File: src/rtl/seq_divider.sv
// seq_divider
//   Sequential signed divider: a 2N-bit dividend divided by an N-bit divisor,
//   one restoring step per clock on operand magnitudes, with the signs
//   re-applied in a final FIX cycle. Quotient truncates toward zero; the
//   remainder takes the sign of the dividend.
//
// Ports
//   clk       rising-edge clock for all state
//   rst       synchronous active-high reset
//   start     request, only looked at while IDLE
//   dividend  2N-bit signed numerator, captured when start is accepted
//   divisor   N-bit signed denominator, captured when start is accepted
//   quot      N-bit signed quotient (saturated when it does not fit)
//   rem       N-bit signed remainder, always exact
//   busy      high while the division is in progress (CALC and FIX)
//   done      one-cycle pulse, results valid
//   div_zero  the current result came from a zero divisor
//   overflow  the true quotient did not fit in N signed bits
module seq_divider #(
  parameter int N = 16
) (
  input  logic           clk,
  input  logic           rst,
  input  logic           start,
  input  logic [2*N-1:0] dividend,
  input  logic [N-1:0]   divisor,
  output logic [N-1:0]   quot,
  output logic [N-1:0]   rem,
  output logic           busy,
  output logic           done,
  output logic           div_zero,
  output logic           overflow
);

  localparam int CW = $clog2(2*N);
  localparam logic [CW-1:0] LAST_STEP = CW'(2*N-1);

  // Largest quotient magnitudes that still fit N signed bits.
  localparam logic [2*N-1:0] MAG_NEG_LIM = (2*N)'(1) << (N-1);
  localparam logic [2*N-1:0] MAG_POS_LIM = MAG_NEG_LIM - (2*N)'(1);

  typedef enum logic [1:0] {IDLE, CALC, FIX, DONE} state_t;

  state_t         state;
  state_t         state_next;
  logic [CW-1:0]  step_cnt;
  logic [2*N-1:0] q_mag;
  logic [N-1:0]   pr;
  logic [N-1:0]   dvs_mag;
  logic           q_neg;
  logic           r_neg;

  logic [2*N-1:0] dividend_mag;
  logic [N-1:0]   divisor_mag;
  logic           divisor_is_zero;
  logic [N:0]     trial;
  logic           trial_fits;
  logic [N-1:0]   pr_sub;
  logic           q_in_range;
  logic [N-1:0]   q_signed_low;
  logic [N-1:0]   rem_signed;

  // Operand magnitudes and the per-cycle restoring step. The most negative
  // operand values negate onto themselves, which read as unsigned is exactly
  // their magnitude. The shifted partial remainder needs N+1 bits, but once
  // the divisor magnitude is subtracted the result is below that magnitude
  // and fits back in N bits, so the subtraction is done at N-bit width.
  always_comb begin
    dividend_mag    = dividend[2*N-1] ? -dividend : dividend;
    divisor_mag     = divisor[N-1] ? -divisor : divisor;
    divisor_is_zero = (divisor == '0);
    trial           = {pr, q_mag[2*N-1]};
    trial_fits      = (trial >= {1'b0, dvs_mag});
    pr_sub          = trial[N-1:0] - dvs_mag;
  end

  // Sign fix-up used in the FIX cycle. Only the low N bits of the signed
  // quotient are ever driven out, and the low bits of a negation depend only
  // on the low bits of its operand, so the full 2N-bit negation is not built.
  always_comb begin
    q_in_range   = q_neg ? (q_mag <= MAG_NEG_LIM) : (q_mag <= MAG_POS_LIM);
    q_signed_low = q_neg ? -q_mag[N-1:0] : q_mag[N-1:0];
    rem_signed   = r_neg ? -pr : pr;
  end

  // State register.
  always_ff @(posedge clk) begin
    if (rst) begin
      state <= IDLE;
    end else begin
      state <= state_next;
    end
  end

  // Next-state logic. A zero divisor skips the arithmetic entirely and goes
  // straight to DONE.
  always_comb begin
    state_next = state;
    case (state)
      IDLE: begin
        if (start) begin
          state_next = divisor_is_zero ? DONE : CALC;
        end
      end
      CALC: begin
        if (step_cnt == LAST_STEP) begin
          state_next = FIX;
        end
      end
      FIX:     state_next = DONE;
      DONE:    state_next = IDLE;
      default: state_next = IDLE;
    endcase
  end

  // Status output decoded from the state register only.
  always_comb begin
    busy = 1'b0;
    if (state == CALC || state == FIX) begin
      busy = 1'b1;
    end
  end

  // Datapath and result registers. Results change only on the edge that
  // enters DONE; done itself is registered from DONE, so it pulses in the
  // following cycle while the FSM is already back in IDLE and able to
  // accept a back-to-back start.
  always_ff @(posedge clk) begin
    if (rst) begin
      step_cnt <= '0;
      q_mag    <= '0;
      pr       <= '0;
      dvs_mag  <= '0;
      q_neg    <= 1'b0;
      r_neg    <= 1'b0;
      quot     <= '0;
      rem      <= '0;
      div_zero <= 1'b0;
      overflow <= 1'b0;
      done     <= 1'b0;
    end else begin
      done <= (state == DONE);
      case (state)
        IDLE: begin
          if (start) begin
            q_mag    <= dividend_mag;
            pr       <= '0;
            dvs_mag  <= divisor_mag;
            q_neg    <= dividend[2*N-1] ^ divisor[N-1];
            r_neg    <= dividend[2*N-1];
            step_cnt <= '0;
            if (divisor_is_zero) begin
              quot     <= '0;
              rem      <= '0;
              div_zero <= 1'b1;
              overflow <= 1'b0;
            end
          end
        end
        CALC: begin
          step_cnt <= step_cnt + 1'b1;
          if (trial_fits) begin
            pr    <= pr_sub;
            q_mag <= {q_mag[2*N-2:0], 1'b1};
          end else begin
            pr    <= trial[N-1:0];
            q_mag <= {q_mag[2*N-2:0], 1'b0};
          end
        end
        FIX: begin
          div_zero <= 1'b0;
          rem      <= rem_signed;
          if (q_in_range) begin
            overflow <= 1'b0;
            quot     <= q_signed_low;
          end else begin
            overflow <= 1'b1;
            quot     <= q_neg ? {1'b1, {(N-1){1'b0}}} : {1'b0, {(N-1){1'b1}}};
          end
        end
        default: begin
        end
      endcase
    end
  end

endmodule
File: config.mk
export PLATFORM = sky130hd
export DESIGN_NAME = seq_divider
export DESIGN_NICKNAME = d
export VERILOG_FILES = /design/src/rtl/seq_divider.sv
export SDC_FILE = /design/constraint.sdc
export NUM_CORES = 1
export LEC_CHECK = 0
export ABC_AREA = 1
export CAP_MARGIN = 10
export CELL_PAD_IN_SITES_DETAIL_PLACEMENT = 2
export CELL_PAD_IN_SITES_GLOBAL_PLACEMENT = 2
export CORE_ASPECT_RATIO = 1.1
export CORE_MARGIN = 2
export CORE_UTILIZATION = 30
export CTS_BUF_LIST = sky130_fd_sc_hd__clkbuf_16
export CTS_CLUSTER_DIAMETER = 80
export DETAILED_ROUTE_END_ITERATION = 12
export GPL_TIMING_DRIVEN = 1
export PLACE_DENSITY_LB_ADDON = 0.1
export SYNTH_ARGS = -nofsm -noshare
export SYNTH_HDL_FRONTEND = slang
export SYNTH_SLANG_ARGS = --single-unit
File: constraint.sdc
create_clock -name clk -period 2.06 [get_ports clk]
set_input_delay 0.206 -clock clk [delete_from_list [all_inputs] [get_ports clk]]
set_output_delay 0.206 -clock clk [all_outputs]
set_load 0.1 [all_outputs]
# Yosys cells after proc, flatten, opt, wreduce, memory -nomap -nowiden
# Cells that the tools add are included.
# word_totals
word_cells	69
inputBits	51
register_bits	108
out_inout_bits	36
# op_classes
reduce_logical	9
n_mux	31
eq_ne	7
addsub	6
bitwise_logic	1
order_cmp	3
# op_table
operator	n
16-bit 2-to-1 mux	9
16-bit case mux with 2 select lines	3
32-bit 2-to-1 mux	2
32-bit case mux with 2 select lines	1
16-bit negation	3
32-bit by 15-bit <= comparator with 1-bit output, second input constant	1
32-bit by 16-bit <= comparator with 1-bit output, second input constant	1
32-bit negation	1
17-bit by 16-bit greater-or-equal comparator with 1-bit output	1
16-bit logical NOT	1
16-bit subtractor	1
5-bit case mux with 2 select lines	1
1-bit 2-to-1 mux	8
2-bit case mux with 4 select lines	1
2-bit 2-to-1 mux	3
2-bit inequality test, second input constant	3
2-bit AND reduction	3
5-bit by 1-bit adder with 5-bit output, second input constant	1
5-bit == test, second input constant	1
5-bit 2-to-1 mux	1
2-bit == test, second input constant	2
1-bit case mux with 2 select lines	2
2-bit nonzero test	2
3-bit AND reduction	1
other kinds (4)	4

# Depth between registers and ports, before layout
# Gate-level depths: netlist (run 1).
# logic_depth
depth_word	4
ltp_mapped	14
ltp_nobuf	14

# Worst setup path before layout (run 1)
# No wires, ideal clock.
# synth_timing
path_kind	register to register
start	register pr[2]
end	register q_mag[0]
synth_period_minus_slack_ns	1.846
slack_ns	0.214
t_arrival_ns	1.713
n_path_buf	1
setup_ns	0.132
required_ns	1.928
path_stages_with_launch	13
cell_sequence	dfxtp_1 -> ha_1 -> nand2_1 -> inv_1 -> nand2_1 -> nand2_1 -> nand2_1 -> nand3_1 -> nand2_1 -> nand2_2 -> buf_4 -> o21ai_1 -> a21oi_1
# synth_between
elab_chain_len	3
# synth_lines
element	line_no	rtl
from (decl)	48	logic [N-1:0] pr;
from (signal assigned)	163	pr <= pr_sub;
from (signal assigned)	166	pr <= trial[N-1:0];
17-bit by 16-bit greater-or-equal comparator with 1-bit output	73	trial_fits = (trial >= {1'b0, dvs_mag});
1-bit 2-to-1 mux	162	if (trial_fits) begin
32-bit case mux with 2 select lines	143	case (state)
to (signal assigned)	146	q_mag <= dividend_mag;
to (signal assigned)	164	q_mag <= {q_mag[2*N-2:0], 1'b1};
to (signal assigned)	167	q_mag <= {q_mag[2*N-2:0], 1'b0};
to (decl)	47	logic [2*N-1:0] q_mag;
# Every way passes these cells.
# A chain may end at the register's enable or synchronous reset.

# Final worst setup path (run 1)
# layout_timing
start	register q_mag[0]
end	register quot[6]
# layout_between
elab_chain_len	4
elab_cells_between_ends	7
cone_classes	add/sub: 1; order compare: 2; mux: 4
# layout_lines
element	line_no	rtl
32-bit by 15-bit <= comparator with 1-bit output (tied with other cells)	81	q_in_range = q_neg ? (q_mag <= MAG_NEG_LIM) : (q_mag <= MAG_POS_LIM);
1-bit 2-to-1 mux / 16-bit 2-to-1 mux (equally long branches)	81, 82	
16-bit 2-to-1 mux *	173	if (q_in_range) begin
16-bit case mux with 2 select lines *	143	
to (signal assigned)	175	quot <= q_signed_low;
to (signal assigned)	178	quot <= q_neg ? {1'b1, {(N-1){1'b0}}} : {1'b0, {(N-1){1'b1}}};
to (decl)	27	output logic [N-1:0] quot,
# Mark *: on every way between the ends. The rest lies on a longest branch, timed or not.

==> metrics, run 1 <==
DRC viols 0; Root Driver clkbuf_16; Synth-to-Final Area Change 31.90%; WS Path Type reg2reg; Hold Fails Final Rpt 0; Internal between 7000 and 8000 uW; Area after DPL between 0.009 and 0.01 mm2; post-synthesis sequential area ratio 0.2821; Max VDD drop 0.0005114 V; CTS Hold Bufs 0; relative slew slack 0.6924; Max clock buf depth 2; CTS Buf Count 9; Die W 156.4 um; core area roughly 0.025 mm2; Area contributors post-synth dfxtp_1 (28%), nand2_1 (17%), a21oi_1 (8.7%); IO Port Bufs between 80 and 90; fin nets ~1.5k; initial DRC count ~250; FFs w/ async S/R, synth 0; ANT cells 0; status completed; setup_tns 0 ns; DRT Pass-1 Iters 4; Critical Path Sink Type flop; Net Sw Power roughly 7000 uW; CTS sink count between 100 and 150; syn nets around 1.3k; Post-Synth Simple-Gate Area 0.3645; Die H about 170 um; pin count of the biggest net entering global routing 86; antenna-violating nets left 0; Post-synth EDFFs 0; H-tree levels 3; gate count of the mapped netlist about 1.3k; Final Instance Area between 0.01 and 0.015 mm2; # IOs 87; FP Rows approximately 60; Worst Hold Class in2reg; ys flop type dfxtp_1; clock skew 0.009808 ns; Clk pwr share 0.133; crit start category flop; number of global-route vias before repair between 9k and 10k; Avg Cell Area, Syn between 6 and 7 um2; crit-path max FO 7; Initial Util 0.3043; #FFs+latches synth ~110; Crit path arrival time roughly 2.3 ns; minimum clock period ~2 ns; Yosys warnings 0; period utilization 0.9754; PwrDens approximately 1400 mW/mm2; die footprint 0.02685 mm2; initial antenna violation count 0; vias after detailed routing ~9k; first-pass GRT wire length about 47 mm; DP Wirelength roughly 23 mm; wire per inst between 15 and 20 um; Final GP Congestion about 0.83; Multi-input gate area 0.004935 mm2; adder-cell share of the synthesized area 0.04505; Pins Over Slew Limit 0; Setup Viol. Count Final 0; post-synthesis xor/xnor area fraction 0.04228; final WL between 20 and 30 mm; most common cell in the synthesized netlist nand2_1; Reg area about 0.0022 mm2; Logic pwr share 0.661; RSZ-0062 raised after global routing yes; main combinational cell family by area after synthesis simple AND/OR/NAND/NOR gates; sequential power share 0.206; mux share of post-synthesis cell area 0; sw frac 0.4968; Via density 5.056; Synth Area in Compound Gates 0.1605; Post-Syn Area 0.007665 mm2; FMAX 0.4977 GHz; max-cap viol count 0; area leader, netlist dfxtp_1; Crit path required time between 2 and 2.5 ns; synth unique cells between 40 and 50; Overflow after GRT 0; share of cells above drive strength 1 0.1662; CTS tree built; leakage power 0.004505 uW; Yosys top cell area share 0.2821; most instantiated cells after synthesis nand2_1 (357), inv_1 (150), a21oi_1 (133); Worst-path clk slew 0.08 ns; Filler cells roughly 3.2k; GRT Total Usage 0.2212; worst skew pair latency 0.37 ns; Worst Tran Pin Value around 0.46 ns
==> logic make-up (layout without fill, tap and decap cells) <==
logic type      Yosys count  after routing
compound gates          226            226
xor+xnor                 37             37
fa+ha+maj                27             27
buf+inv                 205            367
flops                   108            108
simple gates            654            655
==> sequential cells by signal, summed over array words and instances, names as in the netlist <==
name	cells
div_zero	1
done	1
dvs_mag	16
overflow	1
pr	16
q_mag	32
q_neg	1
quot	16
r_neg	1
rem	16
state	2
step_cnt	5
==> cell type report <==
| class | instances | share of cell area |
|---|---|---|
| Tap cell | 315 | 0.03899 |
| Inverter | 154 | 0.05718 |
| Clock buffer | 9 | 0.02228 |
| Timing Repair Buffer | 197 | 0.1709 |
| Sequential cell | 108 | 0.2145 |
| Clock inverter | 7 | 0.008045 |
| Multi-Input combinational cell | 945 | 0.4881 |
==> worst paths after layout <==
check                 start        end  slack, ns  cells past startpoint
setup / recovery   q_mag[0]    quot[6]       0.05                     10
hold / removal          rst     pr[10]       0.37                      3
setup reg to reg   q_mag[0]    quot[6]       0.05                     10
hold reg to reg   q_mag[25]  q_mag[25]       0.47                      2
==> worst max-delay path: stages (launching register included) <==
cell	delay, ns
dfxtp_1	0.33
inv_1	0.13
ha_2	0.22
nand2_2	0.10
nor2_4	0.17
nand3_2	0.13
a21oi_4	0.30
nor2_4	0.10
nor2_4	0.24
nand2_1	0.10
a21oi_1	0.13
==> power groups by stage <==
stage	logic, uW	clock network [uW]	registers, uW
4_1_cts	8910	1940	2880
6_report	9330	1880	2900
3_3_place_gp	8540	0	2910
3_5_place_dp	8740	0	2930
5_1_grt	10500	2010	2950
2_1_floorplan	5440	0	2940
==> repair_timing <==
item                       CTS  global route
gates resized for setup      6            42
buffers inserted             0             3
gates cloned                 0             2
hold endpoints to repair     0             0
setup endpoints to repair   13            42
pin swaps                    0             5
==> cell usage in the layout, fill, tap and decap left out, drive strengths merged <==
| cell | synthesis | final |
|---|---|---|
| bufinv | 0 | 1 |
| clkinvlp | 0 | 1 |
| nor3 | 14 | 14 |
| o22ai | 1 | 1 |
| xnor2 | 12 | 12 |
| nand4 | 17 | 17 |
| or2 | 3 | 3 |
| o211ai | 11 | 11 |
| clkbuf | 33 | 10 |
| buf | 18 | 147 |
| nor2 | 121 | 122 |
| o211a | 1 | 1 |
| a21oi | 144 | 144 |
| ha | 26 | 26 |
| dfxtp | 108 | 108 |
| and2 | 3 | 3 |
| inv | 154 | 159 |
| nand3b | 6 | 6 |
| a31oi | 2 | 2 |
| nor4 | 2 | 2 |
| clkdlybuf4s50 | 0 | 49 |
| nand2 | 364 | 364 |
| xor2 | 25 | 25 |
| nand3 | 124 | 124 |
| o31ai | 1 | 1 |
| fa | 1 | 1 |
| o21a | 1 | 1 |
| a221oi | 1 | 1 |
| o21bai | 2 | 2 |
| o21ai | 62 | 62 |
==> per-layer routing <==
layer  GRT usage  part of all wire  wire length, um  vias to the layer above
met1      0.2472              0.42            12570                     4290
met2      0.4342              0.54            16240                       84
met3     0.02595             0.016              492                       33
li1            -                 -                -                     4366
met4     0.06582             0.021              621                        0
met5           0                 0                0                        -
==> through the flow <==
stage	setup WS, ns	hold slack [ns]	std cells	utilization	power [uW]
2_1_floorplan	0.2144	0.3861	1257	-	8379
3_3_place_gp	-0.1395	0.4529	1714	0.3770	11450
3_5_place_dp	-0.2679	0.4603	1714	0.3770	11670
4_1_cts	0.01243	0.3666	1730	0.3906	13730
5_1_grt	-0.08804	0.3924	1735	0.4014	15450
6_report	0.05069	0.3694	1735	0.4014	14110
Power figures use the tool's default switching activity.
==> run 2, diff against run 1 <==
CTS_CLUSTER_SIZE = 30   (was default)
clock period = 2.2 ns   (was 2.06 ns; I/O delays follow)
==> run 2 against run 1 <==
Sequential share of layout area rose by 1.2 points. Maximum frequency barely moved. Clock power fell by 9.6%. Utilization fell by 2.1 points. Die area did not move. Wire length fell by 4.9%. Register-to-register slack improved by 0.14 ns. Cell area fell by 5.2%. Combinational power fell by 16%. Power fell by 13%. Highest routed layer unchanged.
==> metrics, run 2 (synthesis results as in run 1) <==
Hold EP pr[12]; IO Port Bufs 86; RSZ-0062 raised after global routing yes; fin nets 1448; max-cap viol count 0; Critical Path Sink Type flop; Setup Viol. Count Final 0; most common cell after layout, fill and taps aside nand2_1; worst r2r src q_mag[31]; worst skew pair latency 0.37 ns; max reg flops 32; DRC viols 0; slowest cell delay on critical path 0.39 ns; FF-to-FF End pr[14]; CTS Buf Count 9; # IOs between 80 and 90; FP Rows 61; status completed; Worst Tran Pin Value 0.4554 ns; relative slew slack 0.6964; Initial Util 0.3043; die footprint 0.02685 mm2; CTS Hold Bufs 0; clock skew around 0.017 ns; antenna-violating nets left 0; wire per inst about 17 um; share of cells above drive strength 1 0.1222; WHS around 0.39 ns; Crit path arrival time between 2 and 2.5 ns; ANT cells 0; Overflow after GRT 0; vias after detailed routing between 8k and 9k; Worst Hold Class in2reg; FMAX 0.4978 GHz; Synth-to-Final Area Change 25.02%; Hold Path Depth 3; final WL around 28 mm; hold path start rst; initial DRC count around 260; flop-to-flop setup slack between 0.15 and 0.2 ns; core area 0.02519 mm2; Final GP Congestion 0.8039; H-tree levels 3; minimum clock period between 2 and 2.5 ns; PostCTS Resize Cnt 0; Top reg by flops q_mag; CTS tree built; DP Wirelength around 23 mm; GRT Total Usage 0.2175; Max VDD drop 0.0006777 V; Root Driver clkbuf_16; postcts setup bufs 0; Pins Over Slew Limit 0; most used cell, CP nand2_1; commonest non-fill, non-tap cells in the layout nand2_1 (356), inv_1 (150), a21oi_1 (132), nand3_1 (121), nor2_1 (112); Worst-path clk slew approximately 0.080 ns; Via density 5.022; initial antenna violation count 0; leakage power about 0.0043 uW; Max clock buf depth 2; PwrDens around 1300 mW/mm2; Filler cells about 3.1k; crit start category flop; Pwr Total about 12000 uW; number of global-route vias before repair between 9k and 10k; Crit path required time around 2.4 ns; Die H 171.6 um; Hold Fails Final Rpt 0; Slowest-stage cell, CP fa_1; Area after DPL 0.009209 mm2; Worst Reg2Reg Path Length in Cells 14; crit-path max FO 4; WS Path Type reg2reg; DRT Pass-1 Iters 4; period utilization 0.9130; Final Instance Area ~0.0096 mm2; Die W about 160 um; pin count of the biggest net entering global routing between 80 and 90; first-pass GRT wire length around 46 mm; Core Util, Final 0.3805; CTS sink count 108; crit path cell chain inv_1 -> ha_1 -> inv_1 -> fa_1 -> nand3_1 -> nand3_2 -> nand2_1 -> nand2_1 -> nand2_1 -> nand2_1 -> nand2_1 -> nand3_1 -> nand2_1 -> a21oi_1
[run 2: area by class of cell]
class                      instances  area, um2  share of cell area
clock buffer                       9      225.2             0.02350
tap                              315      394.1             0.04113
sequential                       108       2167              0.2261
multi-input combinational        944       4760              0.4967
timing repair buffer             153       1381              0.1441
inverter                         154      578.1             0.06032
clock inverter                     7      77.57            0.008095
[run 2: report_power, final]
part / total [uW] / internal, uW / switching [uW]
Combinational: 7880 / 2860 / 5010
Sequential: 2710 / 2360 / 353
Clock: 1700 / 811 / 887
Total: 12300 / 6030 / 6250
[run 2: stage by stage]
stage          worst slack, ns  setup TNS, ns  cells
6_report                0.1913              0   1690
4_1_cts                0.01684              0   1690
5_1_grt              -0.008545       -0.01684   1690
3_3_place_gp         -0.006471       -0.01820   1674
2_1_floorplan           0.3544              0   1257
3_5_place_dp           -0.1057         -1.400   1674
[run 2: how the worst max path moves through the flow]
stage / from / endpoint / slack (ns) / cells after the start
2_1_floorplan: pr[2] / q_mag[0] / 0.35 / 12
3_3_place_gp: divisor[0] / quot[9] / -0.006 / 11
3_5_place_dp: divisor[1] / overflow / -0.11 / 12
4_1_cts: pr[4] / pr[2] / 0.02 / 11
5_1_grt: dvs_mag[4] / pr[0] / -0.009 / 14
6_report: q_mag[31] / pr[14] / 0.19 / 14
[run 2: metal layers]
| metal | vias up | part of all wire | track usage |
|---|---|---|---|
| li1 | 4267 | - | - |
| met3 | 13 | 0.014 | 0.02646 |
| met5 | - | 0 | 0 |
| met2 | 56 | 0.55 | 0.4325 |
| met1 | 4152 | 0.43 | 0.2475 |
| met4 | 0 | 0.011 | 0.03989 |
[run 2: critical path, delay by kind of cell, from the launching register on]
kind                       cells  cell delay [ns]
DFF                            1             0.30
and+or+nand+nor                9             0.84
buffers and inverters          2             0.15
adders and majority gates      2             0.53
AOI/OAI and AO/OA              1             0.05
